### config.mk
export PLATFORM = sky130hd
export DESIGN_NAME = bytecode_sequencer
export DESIGN_NICKNAME = d
export VERILOG_FILES = /design/src/rtl/bytecode_sequencer.sv
export SDC_FILE = /design/constraint.sdc
export NUM_CORES = 1
export LEC_CHECK = 0
export ABC_AREA = 1
export ABC_CLOCK_PERIOD_IN_PS = 2400
export CORE_MARGIN = 2
export CORE_UTILIZATION = 45
export DETAILED_ROUTE_END_ITERATION = 10
export GPL_TIMING_DRIVEN = 0
export HOLD_SLACK_MARGIN = 0.12
export PLACE_DENSITY = 0.81
export SETUP_SLACK_MARGIN = 0.05
export SYNTH_ARGS = -nofsm -noshare
export SYNTH_HDL_FRONTEND = slang
export SYNTH_SLANG_ARGS = --single-unit
export TNS_END_PERCENT = 10
### constraint.sdc
create_clock -name clk -period 2.4 [get_ports clk]
set_input_delay 0.48 -clock clk [delete_from_list [all_inputs] [get_ports clk]]
set_output_delay 0.48 -clock clk [all_outputs]
set_load 0.05 [all_outputs]
### src/rtl/bytecode_sequencer.sv
// bytecode_sequencer: multi-cycle fetch/decode/execute controller for the
// bytecode core. Reads opcode and inline argument bytes from synchronous
// program memory, pops stack operands, starts the execution unit, pushes the
// result and computes the next PC (GOTO and taken conditional branches).
// Optional feature: define BYTECODE_SEQ_SINGLESTEP_EN to add the 'step' input
// and a HOLD state entered after every writeback.
module bytecode_sequencer #(
    parameter int PC_WIDTH = 16
) (
    input  logic                clk,
    input  logic                rst_n,
    input  logic                run,
`ifdef BYTECODE_SEQ_SINGLESTEP_EN
    input  logic                step,
`endif
    output logic [PC_WIDTH-1:0] prog_addr,
    output logic                prog_rd,
    input  logic [7:0]          prog_data,
    output logic [7:0]          opcode,
    input  logic [1:0]          dec_argc,
    input  logic [1:0]          dec_stackargs,
    input  logic                dec_stackwb,
    input  logic                dec_isgoto,
    input  logic                dec_iscmp,
    output logic [15:0]         arg,
    output logic                stack_pop,
    output logic                stack_push,
    input  logic                stack_empty,
    output logic                exec_start,
    input  logic                exec_done,
    input  logic                cmp_taken,
    output logic [PC_WIDTH-1:0] pc,
    output logic                busy,
    output logic                halted,
    output logic                fault
);

    typedef enum logic [3:0] {
        S_IDLE,
        S_FETCH,
        S_LATCH,
        S_DECODE,
        S_ARG_RD,
        S_ARG_LAT,
        S_POP,
        S_EXEC,
        S_WAIT,
        S_WB,
`ifdef BYTECODE_SEQ_SINGLESTEP_EN
        S_HOLD,
`endif
        S_FAULT
    } state_t;

    localparam logic [PC_WIDTH-1:0] PC_ONE = PC_WIDTH'(1);

    state_t                r_state;
    logic [PC_WIDTH-1:0]   r_pc;
    logic [PC_WIDTH-1:0]   r_insn_pc;
    logic [7:0]            r_opcode;
    logic [15:0]           r_arg;
    logic [1:0]            r_argn;
    logic [1:0]            r_popn;
    logic                  r_taken;
    logic                  r_prog_rd;
    logic                  r_exec_start;
    logic                  r_stack_push;

    logic                  w_is_ret;
    logic                  w_arg_last;
    logic                  w_pop_last;
    logic                  w_no_args;
    logic                  w_no_pops;
    logic                  w_pop_ok;
    logic                  w_branch;
    logic [15:0]           w_arg_sx;
    logic [PC_WIDTH-1:0]   w_off;
    logic [PC_WIDTH-1:0]   w_target;

    // Return opcodes end the program: no execution, just a halted pulse.
    assign w_is_ret   = (r_opcode == 8'hAC) || (r_opcode == 8'hB0) || (r_opcode == 8'hB1);
    assign w_no_args  = (dec_argc == 2'd0);
    assign w_no_pops  = (dec_stackargs == 2'd0);
    assign w_arg_last = ((r_argn + 2'd1) == dec_argc);
    assign w_pop_last = ((r_popn + 2'd1) == dec_stackargs);

    // A pop is only issued while the stack has something to give; an empty
    // stack in POP is an underflow and the pop is suppressed.
    assign w_pop_ok   = (r_state == S_POP) && !stack_empty;

    // Branch offset: a single argument byte is a signed 8-bit displacement.
    assign w_arg_sx   = (dec_argc == 2'd1) ? {{8{r_arg[7]}}, r_arg[7:0]} : r_arg;

    if (PC_WIDTH > 16) begin : g_off_sx
        assign w_off = {{(PC_WIDTH-16){w_arg_sx[15]}}, w_arg_sx};
    end else begin : g_off_tr
        assign w_off = w_arg_sx[PC_WIDTH-1:0];
    end

    // Branch target is relative to the opcode address, modulo 2^PC_WIDTH.
    assign w_target   = r_insn_pc + w_off;
    assign w_branch   = dec_isgoto || (dec_iscmp && r_taken);

    assign prog_addr  = r_pc;
    assign pc         = r_pc;
    assign prog_rd    = r_prog_rd;
    assign opcode     = r_opcode;
    assign arg        = r_arg;
    assign exec_start = r_exec_start;
    assign stack_push = r_stack_push;
    assign stack_pop  = w_pop_ok;
    assign busy       = (r_state != S_IDLE) && (r_state != S_FAULT);
    assign fault      = (r_state == S_FAULT);

    // halted marks the cycle that hands control back to IDLE: the last pop of
    // a return, or the decode/argument cycle when there is nothing to pop.
    assign halted     = w_is_ret &&
                        (((r_state == S_DECODE)  && w_no_args && w_no_pops) ||
                         ((r_state == S_ARG_LAT) && w_arg_last && w_no_pops) ||
                         (w_pop_ok && w_pop_last));

    // Sequencer FSM; strobes are registered on the transition into the state
    // that owns them so they are clean for the full cycle.
    always_ff @(posedge clk or negedge rst_n) begin
        if (!rst_n) begin
            r_state      <= S_IDLE;
            r_pc         <= '0;
            r_insn_pc    <= '0;
            r_opcode     <= '0;
            r_arg        <= '0;
            r_argn       <= '0;
            r_popn       <= '0;
            r_taken      <= 1'b0;
            r_prog_rd    <= 1'b0;
            r_exec_start <= 1'b0;
            r_stack_push <= 1'b0;
        end else begin
            r_prog_rd    <= 1'b0;
            r_exec_start <= 1'b0;
            r_stack_push <= 1'b0;
            case (r_state)
                S_IDLE: begin
                    if (run) begin
                        r_state   <= S_FETCH;
                        r_prog_rd <= 1'b1;
                    end
                end
                S_FETCH: begin
                    r_insn_pc <= r_pc;
                    r_state   <= S_LATCH;
                end
                S_LATCH: begin
                    r_opcode <= prog_data;
                    r_pc     <= r_pc + PC_ONE;
                    r_arg    <= '0;
                    r_argn   <= '0;
                    r_popn   <= '0;
                    r_state  <= S_DECODE;
                end
                S_DECODE: begin
                    if (!w_no_args) begin
                        r_state   <= S_ARG_RD;
                        r_prog_rd <= 1'b1;
                    end else if (!w_no_pops) begin
                        r_state <= S_POP;
                    end else if (w_is_ret) begin
                        r_state <= S_IDLE;
                    end else begin
                        r_state      <= S_EXEC;
                        r_exec_start <= 1'b1;
                    end
                end
                S_ARG_RD: begin
                    r_pc    <= r_pc + PC_ONE;
                    r_state <= S_ARG_LAT;
                end
                S_ARG_LAT: begin
                    r_arg  <= {r_arg[7:0], prog_data};
                    r_argn <= r_argn + 2'd1;
                    if (!w_arg_last) begin
                        r_state   <= S_ARG_RD;
                        r_prog_rd <= 1'b1;
                    end else if (!w_no_pops) begin
                        r_state <= S_POP;
                    end else if (w_is_ret) begin
                        r_state <= S_IDLE;
                    end else begin
                        r_state      <= S_EXEC;
                        r_exec_start <= 1'b1;
                    end
                end
                S_POP: begin
                    if (stack_empty) begin
                        r_state <= S_FAULT;
                    end else begin
                        r_popn <= r_popn + 2'd1;
                        if (w_pop_last) begin
                            if (w_is_ret) begin
                                r_state <= S_IDLE;
                            end else begin
                                r_state      <= S_EXEC;
                                r_exec_start <= 1'b1;
                            end
                        end
                    end
                end
                S_EXEC: begin
                    r_state <= S_WAIT;
                end
                S_WAIT: begin
                    if (exec_done) begin
                        r_taken      <= cmp_taken;
                        r_stack_push <= dec_stackwb;
                        r_state      <= S_WB;
                    end
                end
                S_WB: begin
                    if (w_branch) begin
                        r_pc <= w_target;
                    end
`ifdef BYTECODE_SEQ_SINGLESTEP_EN
                    r_state <= S_HOLD;
`else
                    if (run) begin
                        r_state   <= S_FETCH;
                        r_prog_rd <= 1'b1;
                    end else begin
                        r_state <= S_IDLE;
                    end
`endif
                end
`ifdef BYTECODE_SEQ_SINGLESTEP_EN
                S_HOLD: begin
                    if (!run) begin
                        r_state <= S_IDLE;
                    end else if (step) begin
                        r_state   <= S_FETCH;
                        r_prog_rd <= 1'b1;
                    end
                end
`endif
                S_FAULT: begin
                    r_state <= S_FAULT;
                end
                default: begin
                    r_state <= S_IDLE;
                end
            endcase
        end
    end

endmodule
Yosys cells after proc, flatten, opt, wreduce, memory -nomap -nowiden. Cells that the tools add are included.

Output and inout bits: 63. Bits of input ports: 21. Word-level logic and storage cells: 95. Register bits: 68.

Muxes and demuxes: 30. Eq/ne operators: 22. Reduce and logical (&&, ||, !) cells: 28. $add $sub $neg: 4.

Operators with widths (number): 16-bit one-hot mux with 2 select lines (2); 4-bit one-hot mux with 11 select lines (1); 16-bit two-way mux (2); 4-bit two-way mux (7); 8-bit == test (second input constant) (3); 16-bit by 1-bit adder with 16-bit output (second input constant) (1); 16-bit adder (1); 4-bit by 3-bit == test with 1-bit output (second input constant) (4); 4-bit == test (second input constant) (3); 1-bit two-way mux (12); 1-bit logical AND (9); 4-bit by 2-bit == test with 1-bit output (second input constant) (2); 2-bit != test (second input constant) (4); 2-bit one-hot mux with 2 select lines (2); 1-bit one-hot mux with 3 select lines (2); 2-bit AND reduction (3); 2-bit nonzero test (3); 1-bit logical OR (5); 2-bit by 1-bit adder with 2-bit output (second input constant) (2); 2-bit == test (2); 4-bit by 1-bit == test with 1-bit output (second input constant) (1); 2-bit logical NOT (2); 4-bit logical NOT (1); 4-bit != test (second input constant) (1); other kinds (8) (9).

Depth between registers and ports, before layout. Gate-level depths: netlist of run 1.

Word-level depth: 7. Gate-level depth with buffers: 16. Depth with buffers taken out: 16.

Worst setup path before layout of run 1. No wires, ideal clock.

Path kind: reg2out. Start point: reg r_state[0]. End point: out halted. Arrival time: 1.768 ns. Path buffers: 0. Data required time: 1.920 ns. Cell stages (with the launch flop): 8. Setup slack: 0.152 ns. Cells stage by stage: dfrtp_1 inv_1 nand2_4 nor3_4 nand4_1 nand2_1 nand2_1 inv_1.

Elaborated cells on any way between the ends: 12. Classes of those cells: eq/ne: 3; reduce/logical: 9.

RTL lines: start: declaration (RTL line 57) `state_t r_state;`; start signal: assignment (RTL line 126) `r_state <= S_IDLE;`; start signal: assignment (RTL line 144) `r_state <= S_FETCH;`; start signal: assignment (RTL line 150) `r_state <= S_LATCH;`; 4-bit by 3-bit == test with 1-bit output (RTL line 89) `assign w_pop_ok = (r_state == S_POP) && !stack_empty;`; 1-bit logical AND (RTL line 89); net stack_pop (RTL line 26) `output logic stack_pop,`; 1-bit logical AND (RTL line 120) `(w_pop_ok && w_pop_last));`; 1-bit logical OR (RTL line 119) `((r_state == S_ARG_LAT) && w_arg_last && w_no_pops) ||`; 1-bit logical AND (RTL line 117) `assign halted = w_is_ret &&`; end: declaration (RTL line 34) `output logic halted,`.

The timed path passes the listed nets, and every way through them passes these cells.

Worst setup path after layout of run 1.
Start point: reg r_argn[0]. End point: out halted.

Word-level cells in the longest chain between the ends: 7.

Ends and longest elaborated chain: start: declaration (RTL line 62) `logic [1:0] r_argn;`; start signal: assignment (RTL line 179) `r_argn <= r_argn + 2'd1;`; 2-bit by 1-bit adder with 2-bit output (RTL line 84) `assign w_arg_last = ((r_argn + 2'd1) == dec_argc);`; 2-bit == test (RTL line 84); 1-bit logical AND (2 in series) (RTL line 119); 1-bit logical OR (RTL line 118) `(((r_state == S_DECODE) && w_no_args && w_no_pops) ||`; 1-bit logical OR (RTL line 119); 1-bit logical AND (RTL line 117).

Every way passes these cells.

==> results by group, run 1 <==
Cells and area
  • Number of nets at the end of the flow: 776
  • Inserted Diodes: 0
  • Synth-to-layout area growth: 28.9%
  • Layout cells sized above 1: 12.9%

Die
  • Floorplan core area: 9820 sq um
  • DIE HEIGHT: 105 um
  • Initial core utilization: 46.7%
  • Floorplan row count: 36
  • Number of I/O pins: 84
  • Width of the die: 105 um
  • DIE AREA: 11000 sq um

Logic synthesis
  • Most frequently used cell type in the post-synthesis netlist: sky130_fd_sc_hd__nand2_1
  • Ys flop type: sky130_fd_sc_hd__dfrtp_1
  • Top post-synthesis cells by area: sky130_fd_sc_hd__dfrtp_1, sky130_fd_sc_hd__nand2_1, sky130_fd_sc_hd__inv_1
  • Proportion of synthesized chip area in sequential cells: 37.1%
  • Proportion of synthesized flip-flops having asynchronous set or reset: 100%
  • Commonest cells in the netlist: sky130_fd_sc_hd__nand2_1, sky130_fd_sc_hd__inv_1, sky130_fd_sc_hd__dfrtp_1, sky130_fd_sc_hd__o21ai_0, sky130_fd_sc_hd__nor2_1
  • Mean cell area of the mapped netlist: 7.12 sq um
  • Post-Synthesis Net Count: 682
  • Number of different library cells in the post-synthesis netlist: 40
  • Mapped Cells: 644
  • Area fraction of the dominant cell type after synthesis: 37.1%
  • Synth warn: 0
  • Synthesized cell area: 4580 sq um
  • Post-synth EDFFs: 0
  • Cell type with the largest total area after synthesis: sky130_fd_sc_hd__dfrtp_1
  • Flops & latches, synth: 68

Worst setup path
  • CP dominant cell by count: sky130_fd_sc_hd__nand2_1
  • Required time reported for the critical path endpoint: 1.92 ns
  • CP peak stage delay: 0.43 ns
  • Worst path top cell family by delay: simple AND/OR/NAND/NOR gates
  • Worst-path cell with the longest stage delay: sky130_fd_sc_hd__dfrtp_1
  • Critical setup path kind: flop to output port
  • Kind of end point of the critical path: output port
  • Critical Path, Cell by Cell: or2_2 -> nand3_1 -> nand3_1 -> o21ai_4 -> nand2_1 -> nand2_1 -> nand2_1 -> inv_1 -> buf_4
  • Startpoint kind of the worst setup timing path: flop
  • Arr. time, crit path: 1.93 ns
  • Worst-path maximum fanout: 5
  • Number of buffers and inverters on the critical path: 2

Route
  • First-pass DRT Iterations: 5
  • WL/cell: 14.0 um
  • Detailed Route WL: 12300 um
  • Starting DRC count in detailed routing: 272
  • Number of routed nets with antenna violations: 0
  • DR vias/cell: 5.18
  • # DRC: 0
  • Via count of the routed design: 4541

Timing
  • Setup clock skew after layout: 0.0139 ns
  • Share of the clock period used by the worst path: 100%
  • Normalized max-slew margin: 42.5%
  • Final-report hold violation count: 0
  • Final Slew Violations: 0
  • Worst hold slack: 0.232 ns
  • Final min period: 2.41 ns
  • Max Fclk: 415 MHz
  • Unrepaired setup endpoints after global routing: yes
  • Worst Max-Slew Pin Slew: 0.862 ns
  • Setup WS post-layout: -0.00947 ns
  • # setup viols final: 1

GRT
  • GRT Util Overall: 23.2%
  • Vias in the first global route: 4411
  • Sum of overflow across all layers after global routing: 0
  • Global-route wire length before repair: 20600 um
  • Largest net degree at the start of global routing: 69
  • Antenna violations before repair: 0

Power and ir drop
  • PnR Total Power: 0.00936 W
  • Max VDD drop: 0.942 mV
  • Static leakage power: 3.03 nW
  • Total power divided by cell area: 1580 nW/um^2

Outcome
  • Result of the run: finished, violations left
  • Violated checks: negative setup slack

Min path
  • Min-delay worst type: input pin to asynchronous set/reset pin

Clock tree
  • Worst-path clk slew: 0.08 ns
  • Sink count of the clock tree: 68
  • CTS H-tree depth: 3
  • Number of buffers inserted during clock tree synthesis: 9
  • CTS Root Cell: sky130_fd_sc_hd__clkbuf_8
  • Max clock buf depth: 2
  • Worst skew pair latency: 0.35 ns
  • Clock tree from TritonCTS: yes

Placement
  • Total of buffers placed on input and output ports: 83
  • HPWL Detailed: 9340 um
  • Final weighted congestion of routability-driven global placement: 0.906

Run
  • Count of maximum capacitance violations: 0
flip-flops by register name (all words and copies together), names as in the netlist:
signal,count
arg,16
exec_start,1
opcode,8
pc,16
prog_rd,1
r_argn,2
r_insn_pc,16
r_popn,2
r_state,4
r_taken,1
stack_push,1
worst reg2reg max path: cells and delay by family, from the launching register on:
kind | cells | cell delay (ns)
fa+ha+maj | 1 | 0.37
compound gates | 2 | 0.15
buf+inv | 2 | 0.23
flops | 1 | 0.42
simple gates | 8 | 0.89
logic make-up after synthesis:
kind of cell             Yosys count  share of synthesized area (%)
flip-flops                        68                           37.1
buffers and inverters            133                           12.9
XOR/XNOR                           6                           1.15
multiplexers                       2                          0.491
AND/OR/NAND/NOR                  299                           28.4
AO/OA/AOI/OAI                    119                           15.1
adder cells (fa/ha/maj)           17                           4.80
where the power goes:
group	switching [W]	total [W]	leakage, nW	internal (W)
clock	0.000470	0.00116	0.120	0.000693
sequential	0.000550	0.00220	0.838	0.00165
combinational	0.00393	0.00600	2.07	0.00207
final timing paths:
| check | from | depth (start not counted) | slack (ns) | to |
|---|---|---|---|---|
| max | r_argn[0] | 9 | -0.009 | halted |
| min | rst_n | 1 | 0.23 | arg[13] |
| max reg2reg | arg[7] | 13 | 0.26 | pc[14] |
| min reg2reg | r_insn_pc[0] | 2 | 0.51 | r_insn_pc[0] |
| max in group asynchronous | rst_n | 1 | 1.59 | pc[4] |
| min in group clk | r_insn_pc[0] | 2 | 0.51 | r_insn_pc[0] |
repair_timing:
item / in CTS / in global routing
hold buffers: 0 / 0
setup buffers: 0 / 0
pin swaps: 0 / 2
endpoints found under the setup margin: 11 / 10
resized for setup: 18 / 12
cell type report:
type	count	area, sq um
multi-input cells	443	2380
flip-flops and latches	68	1700
plain buffers	27	193
clock buffers	10	128
inverters	106	403
fillers	927	3910
repair buffers	83	821
well taps	133	166
clock inverters	6	113
per-stage QoR:
stage          utilization [%]  area (sq um)  setup WS [ns]  setup TNS (ns)  instances
3_3_place_gp              56.8          5580          -1.44         -101.82        860
3_5_place_dp              56.8          5580         -0.632           -4.36        860
5_1_grt                   60.2          5910         -0.105          -0.171        876
6_report                  60.2          5910       -0.00947        -0.00947        876
4_1_cts                   59.7          5860        -0.0439         -0.0603        876
2_1_floorplan                -          4580          0.152               0        644
routing by layer:
metal  track usage (%)  share of wire, %  wire length [um]  up-vias
met1              29.4                43              5290     2145
met2              39.2                49              6000      144
met4              8.10               3.0               365        0
li1                  -                 -                 -     2226
met5                 0                 0                 0        -
met3              4.74               5.2               643       26
cells in the final DEF (no fill, tap or decap), types with 6 or more instances in the layout:
cell,instances
sky130_fd_sc_hd__nor2_2,7
sky130_fd_sc_hd__a21oi_1,21
sky130_fd_sc_hd__clkdlybuf4s50_1,75
sky130_fd_sc_hd__ha_1,10
sky130_fd_sc_hd__nor2_1,44
sky130_fd_sc_hd__o22ai_1,8
sky130_fd_sc_hd__xor2_1,6
sky130_fd_sc_hd__a21oi_2,11
sky130_fd_sc_hd__o21ai_0,59
sky130_fd_sc_hd__clkbuf_8,9
sky130_fd_sc_hd__nand3_1,36
sky130_fd_sc_hd__inv_2,6
sky130_fd_sc_hd__nand2_1,184
sky130_fd_sc_hd__dfrtp_1,68
sky130_fd_sc_hd__inv_1,98
sky130_fd_sc_hd__buf_2,7
sky130_fd_sc_hd__buf_4,19
Power figures use the tool's default switching activity.
==> run 2, diff against run 1 <==
--- a/config.mk
+++ b/config.mk
@@ -14,6 +14,7 @@
 export HOLD_SLACK_MARGIN = 0.12
 export PLACE_DENSITY = 0.81
 export SETUP_SLACK_MARGIN = 0.05
+export SLEW_MARGIN = 10
 export SYNTH_ARGS = -nofsm -noshare
 export SYNTH_HDL_FRONTEND = slang
 export SYNTH_SLANG_ARGS = --single-unit
==> results by group, run 2 (synthesized netlist as in run 1, its figures left out) <==
Outcome
  • Result of the run: finished clean

Clock tree
  • Max clock buf depth: 2 (unchanged)
  • CTS H-tree depth: 3 (unchanged)
  • Worst-path clk slew: 0.07 ns (about the same)
  • Clock tree from TritonCTS: yes
  • Sink count of the clock tree: 68 (unchanged)
  • Worst skew pair latency: 0.34 ns (about the same)
  • CTS Root Cell: sky130_fd_sc_hd__clkbuf_8
  • Number of buffers inserted during clock tree synthesis: 9 (unchanged)

Timing
  • Final Slew Violations: 0 (unchanged)
  • Setup clock skew after layout: 0.0117 ns (-0.00224 ns)
  • Fin Setup TNS: 0 ns (+0.00947 ns)
  • Share of the clock period used by the worst path: 97.7% (-2.7 points)
  • Final-report hold violation count: 0 (unchanged)
  • Final min period: 2.35 ns (-0.0642 ns)
  • Worst Max-Slew Pin Slew: 0.514 ns (-0.348 ns)
  • Max Fclk: 426 MHz (+2.7%)
  • Unrepaired setup endpoints after global routing: yes
  • Normalized max-slew margin: 65.6% (+23 points)
  • # setup viols final: 0 (-1)
  • Worst hold slack: 0.509 ns (+0.277 ns)

Min path
  • Min-delay worst type: flop to flop

Die
  • Initial core utilization: 46.7% (unchanged)
  • DIE AREA: 11000 sq um (unchanged)
  • Width of the die: 105 um (unchanged)
  • DIE HEIGHT: 105 um (unchanged)
  • Number of I/O pins: 84 (unchanged)
  • Floorplan row count: 36 (unchanged)
  • Floorplan core area: 9820 sq um (unchanged)

Worst setup path
  • Kind of end point of the critical path: output port
  • Critical setup path kind: input pin to output port
  • CP peak stage delay: 0.58 ns (+0.15 ns)
  • Required time reported for the critical path endpoint: 1.92 ns (about the same)
  • Cell count of the worst reg-to-reg path: 12 (-1)
  • Start point of the critical path: stack_empty
  • Reg2Reg Launch Point: arg[7]
  • Worst-path cell with the longest stage delay: sky130_fd_sc_hd__dlygate4sd2_1
  • Minimum setup slack among reg-to-reg paths: 0.36 ns (+0.10 ns)
  • Critical Path, Cell by Cell: clkdlybuf4s50_1 -> nor3_4 -> dlygate4sd2_1
  • Startpoint kind of the worst setup timing path: input pin
  • RR Endpoint: pc[14]
  • Arr. time, crit path: 1.87 ns (-0.06 ns)
  • Worst-path maximum fanout: 7 (+2)
  • Worst setup endpoint: stack_pop

Cells and area
  • Final design instance area without fill: 5970 sq um (+1.0%)
  • Flip-flop and latch area: 1700 sq um (unchanged)
  • Number of fill cells: 912 (-1.6%)
  • Synth-to-layout area growth: 30.2%
  • Leading cell type in the layout, fill and taps excluded: sky130_fd_sc_hd__nand2_1
  • Layout cells sized above 1: 14.9% (+1.9 points)
  • Number of non-filler instances in the completed layout: 880 (+0.46%)
  • Inserted Diodes: 0 (unchanged)
  • Highest-count cells in the layout ignoring fill and taps: sky130_fd_sc_hd__nand2_1, sky130_fd_sc_hd__inv_1, sky130_fd_sc_hd__clkdlybuf4s50_1
  • Number of nets at the end of the flow: 780 (+0.52%)
  • Multi-input combinational cell area: 2430 sq um (+2.0%)

Route
  • Via count of the routed design: 4538 (-0.066%)
  • Detailed Route WL: 12300 um (-0.16%)
  • Number of routed nets with antenna violations: 0 (unchanged)
  • WL/cell: 13.9 um (-0.62%)
  • First-pass DRT Iterations: 5 (unchanged)
  • # DRC: 0 (unchanged)
  • Starting DRC count in detailed routing: 310 (+14%)
  • DR vias/cell: 5.16 (-0.52%)

GRT
  • Antenna violations before repair: 0 (unchanged)
  • Sum of overflow across all layers after global routing: 0 (unchanged)
  • GRT Util Overall: 23.0% (-0.14 points)
  • Largest net degree at the start of global routing: 36 (-48%)
  • Vias in the first global route: 4378 (-0.75%)
  • Global-route wire length before repair: 20600 um (-0.17%)

Power and ir drop
  • Total power divided by cell area: 1560 nW/um^2 (-1.6%)
  • Static leakage power: 3.04 nW (+0.40%)
  • Max VDD drop: 0.911 mV (-3.2%)
  • PnR Total Power: 0.00930 W (-0.66%)

Placement
  • Final weighted congestion of routability-driven global placement: 0.906 (unchanged)
  • Total of buffers placed on input and output ports: 83 (unchanged)
  • Placement Cell Area: 5600 sq um (+0.36%)
  • HPWL Detailed: 9460 um (+1.3%)
  • Post-Place Cells: 861 (+0.12%)

Run
  • Count of maximum capacitance violations: 0 (unchanged)
run 2: cell types whose count changed in the layout (fill, tap and decap cells not counted), sizes merged:
cell	delta
clkinvlp	+1
buf	+3
clkinv	-1
dlygate4sd3	+1
bufinv	-2
clkbuf	+2
run 2: how the worst min path moves through the flow:
stage | depth (start not counted) | endpoint | startpoint
2_1_floorplan | 0 | arg[0] | rst_n
3_3_place_gp | 2 | r_insn_pc[0] | r_insn_pc[0]
3_5_place_dp | 1 | arg[14] | rst_n
4_1_cts | 1 | r_taken | r_taken
5_1_grt | 1 | r_taken | r_taken
6_report | 1 | r_taken | r_taken
run 2: per-stage QoR:
step / utilization (%) / worst slack (ns)
6_report: 60.8 / 0.0547
5_1_grt: 60.8 / -0.0331
4_1_cts: 59.7 / 0.0136
3_5_place_dp: 57.0 / -0.640
3_3_place_gp: 56.8 / -1.44
2_1_floorplan: - / 0.152
run 2: metal layers:
metal | track usage (%) | part of all wire [%]
met1 | 30.4 | 43
met2 | 38.4 | 49
met3 | 3.56 | 4.9
met4 | 8.10 | 2.2
met5 | 0 | 0
run 2: repair_timing:
action,in CTS,in global routing
resized for setup,19,26
hold buffers,1,0
buffers inserted,0,2
pin swaps,0,4
setup endpoints to repair,11,10
hold endpoints to repair,33,0
run 2: report_power, final:
part | total, W | internal (W) | switching [W] | leakage, nW
clock network | 0.000965 | 0.000534 | 0.000431 | 0.102
logic | 0.00613 | 0.00213 | 0.00400 | 2.10
registers | 0.00221 | 0.00165 | 0.000557 | 0.838
run 2: worst max-delay path: cells and delay by family:
kind	cells	cell delay (ns)
buf+inv	2	1.05
simple gates	1	0.34
run 2: cell type report:
class | instances | area share, %
Buffer | 27 | 3.23
Multi-Input combinational cell | 443 | 40.7
Clock inverter | 4 | 0.797
Timing Repair Buffer | 87 | 14.6
Clock buffer | 12 | 2.60
Sequential cell | 68 | 28.5
Tap cell | 133 | 2.79
Inverter | 106 | 6.75
